$ cat config.mk
export PLATFORM = sky130hd
export DESIGN_NAME = microwave_timer_ctrl
export DESIGN_NICKNAME = d
export VERILOG_FILES = /design/src/rtl/microwave_pkg.sv /design/src/rtl/timer_bcd_dec.sv /design/src/rtl/microwave_timer_ctrl.sv
export SDC_FILE = /design/constraint.sdc
export NUM_CORES = 1
export LEC_CHECK = 0
export BUFFER_PORTS_ARGS = -buffer_cell sky130_fd_sc_hd__buf_2
export CAP_MARGIN = 20
export CORE_MARGIN = 3
export CORE_UTILIZATION = 40
export DETAILED_ROUTE_END_ITERATION = 7
export GPL_ROUTABILITY_DRIVEN = 0
export GPL_TIMING_DRIVEN = 0
export PLACE_DENSITY = 0.71
export SLEW_MARGIN = 10
export SYNTH_ARGS = -nofsm -noshare
export SYNTH_HDL_FRONTEND = slang
export SYNTH_HIERARCHICAL = 1
export SYNTH_SLANG_ARGS = --single-unit
$ cat constraint.sdc
create_clock -name clk -period 6.4 [get_ports clk]
set_input_delay 0.96 -clock clk [delete_from_list [all_inputs] [get_ports clk]]
set_output_delay 0.96 -clock clk [all_outputs]
set_load 0.02 [all_outputs]
$ cat src/rtl/microwave_pkg.sv
// Shared types and digit limits for the microwave timer display path.
package microwave_pkg;

    localparam int BCD_W = 4;

    localparam logic [BCD_W-1:0] BCD_MAX_ONES = 4'd9;
    localparam logic [BCD_W-1:0] BCD_MAX_TENS = 4'd5;
    localparam logic [BCD_W-1:0] BCD_MAX_MINS = 4'd9;

    typedef enum logic [1:0] {
        IDLE    = 2'd0,
        RUNNING = 2'd1,
        PAUSED  = 2'd2,
        DONE    = 2'd3
    } timer_state_t;

endpackage

$ cat src/rtl/timer_bcd_dec.sv
// Combinational 3-digit BCD (m:ss) decrement by one second, with a zero-result flag.
// Latency: 0 cycles. Backpressure: none, pure combinational.
// Minutes wrap 0 -> 9 only if asked to decrement 0:00, which the controller never does.
module timer_bcd_dec
    import microwave_pkg::*;
(
    input  logic [BCD_W-1:0] i_ones,
    input  logic [BCD_W-1:0] i_tens,
    input  logic [BCD_W-1:0] i_mins,
    output logic [BCD_W-1:0] o_ones,
    output logic [BCD_W-1:0] o_tens,
    output logic [BCD_W-1:0] o_mins,
    output logic             o_is_zero_next
);

    always_comb begin
        o_ones = i_ones;
        o_tens = i_tens;
        o_mins = i_mins;
        if (i_ones != '0) begin
            o_ones = i_ones - 4'd1;
        end else begin
            o_ones = BCD_MAX_ONES;
            if (i_tens != '0) begin
                o_tens = i_tens - 4'd1;
            end else begin
                o_tens = BCD_MAX_TENS;
                o_mins = (i_mins != '0) ? (i_mins - 4'd1) : BCD_MAX_MINS;
            end
        end
    end

    assign o_is_zero_next = (o_ones == '0) && (o_tens == '0) && (o_mins == '0);

endmodule

$ cat src/rtl/microwave_timer_ctrl.sv
// Microwave countdown controller: keypad entry, 1 Hz BCD countdown, pause/resume, completion pulse.
// Latency: each sampled input event appears on the registered outputs one cycle later.
// Backpressure: none; strobes are dropped in states that do not use them. Optional beep: TIMER_DONE_BEEP_EN.
module microwave_timer_ctrl
    import microwave_pkg::*;
#(
    parameter int BEEP_TICKS = 3
) (
    input  logic             clk,
    input  logic             rst,
    input  logic             tick_1hz,
    input  logic             key_valid,
    input  logic [BCD_W-1:0] key_digit,
    input  logic             start,
    input  logic             stop,
    input  logic             clear,
    input  logic             door_closed,
    output logic [BCD_W-1:0] sec_ones,
    output logic [BCD_W-1:0] sec_tens,
    output logic [BCD_W-1:0] mins,
    output logic             mag_on,
    output logic             done,
    output logic             beep
);

    timer_state_t     r_state;
    logic [BCD_W-1:0] r_ones;
    logic [BCD_W-1:0] r_tens;
    logic [BCD_W-1:0] r_mins;
    logic             r_mag_on;
    logic             r_done;

    logic [BCD_W-1:0] w_dec_ones;
    logic [BCD_W-1:0] w_dec_tens;
    logic [BCD_W-1:0] w_dec_mins;
    logic             w_dec_zero;
    logic             w_time_zero;
    logic             w_key_ok;

    timer_bcd_dec u_dec (
        .i_ones         (r_ones),
        .i_tens         (r_tens),
        .i_mins         (r_mins),
        .o_ones         (w_dec_ones),
        .o_tens         (w_dec_tens),
        .o_mins         (w_dec_mins),
        .o_is_zero_next (w_dec_zero)
    );

    assign w_time_zero = (r_ones == '0) && (r_tens == '0) && (r_mins == '0);
    // Current ones becomes the tens digit after the shift, so it must be a legal tens value.
    assign w_key_ok    = (key_digit <= BCD_MAX_ONES) && (r_ones <= BCD_MAX_TENS);

`ifdef TIMER_DONE_BEEP_EN
    localparam int CNT_W = (BEEP_TICKS > 1) ? $clog2(BEEP_TICKS) : 1;

    logic             r_beep;
    logic [CNT_W-1:0] r_beep_cnt;
`endif

    always_ff @(posedge clk) begin
        if (rst) begin
            r_state    <= IDLE;
            r_ones     <= '0;
            r_tens     <= '0;
            r_mins     <= '0;
            r_mag_on   <= 1'b0;
            r_done     <= 1'b0;
`ifdef TIMER_DONE_BEEP_EN
            r_beep     <= 1'b0;
            r_beep_cnt <= '0;
`endif
        end else begin
            r_done <= 1'b0;
            if (clear) begin
                r_state  <= IDLE;
                r_ones   <= '0;
                r_tens   <= '0;
                r_mins   <= '0;
                r_mag_on <= 1'b0;
`ifdef TIMER_DONE_BEEP_EN
                r_beep   <= 1'b0;
`endif
            end else begin
                case (r_state)
                    IDLE: begin
                        if (!stop) begin
                            if (start) begin
                                if (door_closed && !w_time_zero) begin
                                    r_state  <= RUNNING;
                                    r_mag_on <= 1'b1;
                                end
                            end else if (key_valid && w_key_ok) begin
                                r_mins <= r_tens;
                                r_tens <= r_ones;
                                r_ones <= key_digit;
                            end
                        end
                    end
                    RUNNING: begin
                        if (stop || !door_closed) begin
                            r_state  <= PAUSED;
                            r_mag_on <= 1'b0;
                        end else if (tick_1hz) begin
                            r_ones <= w_dec_ones;
                            r_tens <= w_dec_tens;
                            r_mins <= w_dec_mins;
                            if (w_dec_zero) begin
                                r_state    <= DONE;
                                r_done     <= 1'b1;
                                r_mag_on   <= 1'b0;
`ifdef TIMER_DONE_BEEP_EN
                                r_beep     <= 1'b1;
                                r_beep_cnt <= '0;
`endif
                            end
                        end
                    end
                    PAUSED: begin
                        if (stop) begin
                            r_state <= IDLE;
                            r_ones  <= '0;
                            r_tens  <= '0;
                            r_mins  <= '0;
                        end else if (start && door_closed) begin
                            r_state  <= RUNNING;
                            r_mag_on <= 1'b1;
                        end
                    end
                    DONE: begin
                        if (stop) begin
                            r_state <= IDLE;
`ifdef TIMER_DONE_BEEP_EN
                            r_beep  <= 1'b0;
`endif
                        end else begin
`ifdef TIMER_DONE_BEEP_EN
                            if (tick_1hz) begin
                                if (r_beep_cnt == CNT_W'(BEEP_TICKS - 1)) begin
                                    r_state    <= IDLE;
                                    r_beep     <= 1'b0;
                                    r_beep_cnt <= '0;
                                end else begin
                                    r_beep_cnt <= r_beep_cnt + CNT_W'(1);
                                end
                            end
`else
                            r_state <= IDLE;
`endif
                        end
                    end
                    default: r_state <= IDLE;
                endcase
            end
        end
    end

    assign sec_ones = r_ones;
    assign sec_tens = r_tens;
    assign mins     = r_mins;
    assign mag_on   = r_mag_on;
    assign done     = r_done;
`ifdef TIMER_DONE_BEEP_EN
    assign beep     = r_beep;
`else
    assign beep     = 1'b0;
`endif

endmodule

==> out/qor.csv <==
metric;value;unit
tightest_slew;0.668;ns
cts_root_buf;clkbuf_8;
hp-class;reg -> reg;
holdBufCountCts;0;
final_core_util;49.1;%
final_common_cell;buf_2;
r2r_slack;3.96;ns
yosys_warnings;6;
syn-num-nets;167;
whs;0.468;ns
die-area;0.00442;mm2
stdcell_area;0.00169;mm2
grt_pass1_wl;5.92;mm
hold_violations;0;
io_pins;27;
initial_utilization;42.6;%
p_per_area;143;mW/mm2
cap_viol_max_count;0;
cts.sinks;16;
grt_max_degree;12;
dp_hpwl;2.63;mm
place_area;0.00165;mm2
port_buffers;25;
required;6.58;ns
fmax;410;MHz
layout_common_cells;28 x buf_2, 16 x dfxtp_1, 13 x a21oi_1, 13 x nor2b_1, 10 x nand2_1;
finalSetupViolations;0;
ctsLongestPathBuffers;2;
path_clk_slew;0.06;ns
drc;0;
cellLeakagePower;0.637;nW
grt_antenna_before_repair;0;
crit_type;reg -> reg;
vias;1296;
antenna_cells;0;
fp-row-count;21;
fillers;328;
post_cts_buffers;0;
cts_buffers;3;
first_iter_violations;76;
drive_gt1_share;32.4;%
rsz0062_at_grt;no;
ys_seq_area_share;21.9;%
clk_latency;0.25;ns
cts-resized-gates;0;
core;0.00344;mm2
cp-start-kind;flip-flop;
grt_overflow;0;
synth_edf_count;0;
cp_cell_sequence;nor4_2 -> and4_2 -> nand2_1 -> a32o_1 -> a2111oi_0 -> mux2i_1;
ant_nets;0;
async_reset_ff_share;0;%
avgSynthCellArea;9.70;um2
fin_setup_tns;0;ns
status;complete, no violations;
fin_crit_sh;38.1;%
grt_pass1_vias;1321;
drt-total-wl;3.56;mm
p_total;241;uW
max_slew_margin;55.5;%
first_pass_iters;4;
h-tree-depth;1;
ys.flop_type;dfxtp_1;
min_period;2.44;ns
synth_cell_types;42;
worst_path_max_delay_cell;a2111oi_0;
nets;197;
track_usage;17.1;%
die_w;66.5;um
cts_tree;done;
area_growth_syn_to_layout;15.3;%
synthesis.area;0.00147;mm2
crit_arrival;2.62;ns
clock_skew;0.00169;ns
ys_ff_latch;16;
post_drt_wl_per_cell;15.8;um
vdd_drop_max;0.0454;mV
die_h;66.5;um
synth_cells;151;
slowest_delay;0.58;ns
vias_per_cell;5.76;
worstSetupEndpointType;flip-flop;
final_max_slew_viol_count;0;
cp_max_fo;8;
==> cell usage after synthesis, drive strengths merged, types with 2 or more instances <==
cell type	instances	area share [%]
a2111oi	12	19
and2	2	0.85
ha	4	3.4
nand3b	3	1.5
buf	7	3.8
dfxtp	16	22
nand3	3	1.0
o21a	2	1.0
a211oi	2	1.0
nor4	17	12
mux2	3	2.3
clkbuf	3	0.77
mux2i	2	1.4
nand2	10	2.6
xnor2	3	1.8
nor3	4	1.4
xor2	2	1.2
nor2b	13	5.6
inv	4	1.0
a21oi	13	4.4
and4	2	1.3
and2b	2	1.0
nor2	9	2.3
o21ai	2	0.68
==> stage by stage <==
step                      setup WS [ns]  std cells
after CTS                          3.98        225
final                              3.96        225
after floorplan                    4.08        151
after global routing               3.81        225
after detailed placement           3.81        222
after global placement             3.87        222
==> critical path: cells and delay by family (launching register included) <==
family / cells / cell delay [ns]
muxes: 1 / 0.25
AOI/OAI and AO/OA: 2 / 0.84
DFF: 1 / 0.39
and+or+nand+nor: 3 / 0.89
==> flip-flops by register name (all words and copies together), names as in the netlist <==
register and flops:
mins 4, sec_ones 4, r_state 2, sec_tens 4, done 1, mag_on 1
==> worst paths after layout <==
path / startpoint / endpoint / cells after the start
worst min register to register: mag_on / mag_on / 2
worst min-delay path: mag_on / mag_on / 2
worst max register to register: sec_tens[2] / mag_on / 6
worst max-delay path: sec_tens[2] / mag_on / 6
==> layout make-up <==
cell class | instances | area [um2] | share of cell area, %
repair buffers | 25 | 125 | 7.41
clock buffers | 3 | 41.3 | 2.44
inverters | 4 | 15.0 | 0.889
multi-input cells | 121 | 1060 | 62.9
well taps | 46 | 57.6 | 3.41
flip-flops and latches | 16 | 320 | 19.0
plain buffers | 10 | 67.6 | 4.00
==> cell families (layout without fill, tap and decap cells) <==
family                     after synthesis  in the layout  synth area share, %
and+or+nand+nor                         69             69                 31.6
buffers and inverters                   14             42                 5.64
AOI/OAI and AO/OA                       37             37                 30.6
other                                    1              1                0.256
xor gates and xnor gates                 5              5                 2.99
adders and majority gates                4              4                 3.42
DFF                                     16             16                 21.9
muxes                                    5              5                 3.67
==> report_power, final <==
| part | switching [mW] | internal (mW) | leakage (nW) |
|---|---|---|---|
| combinational | 0.0339 | 0.0254 | 0.486 |
| clock | 0.0344 | 0.0418 | 0.0216 |
| sequential | 0.00431 | 0.102 | 0.129 |
==> per-layer routing <==
metal	vias up	part of all wire (%)	GRT usage [%]
met5	-	0	0
met4	0	1.4	6.85
met3	7	3.1	1.18
met2	28	50	29.7
met1	627	46	21.6
li1	634	-	-
Power figures use the tool's default switching activity.
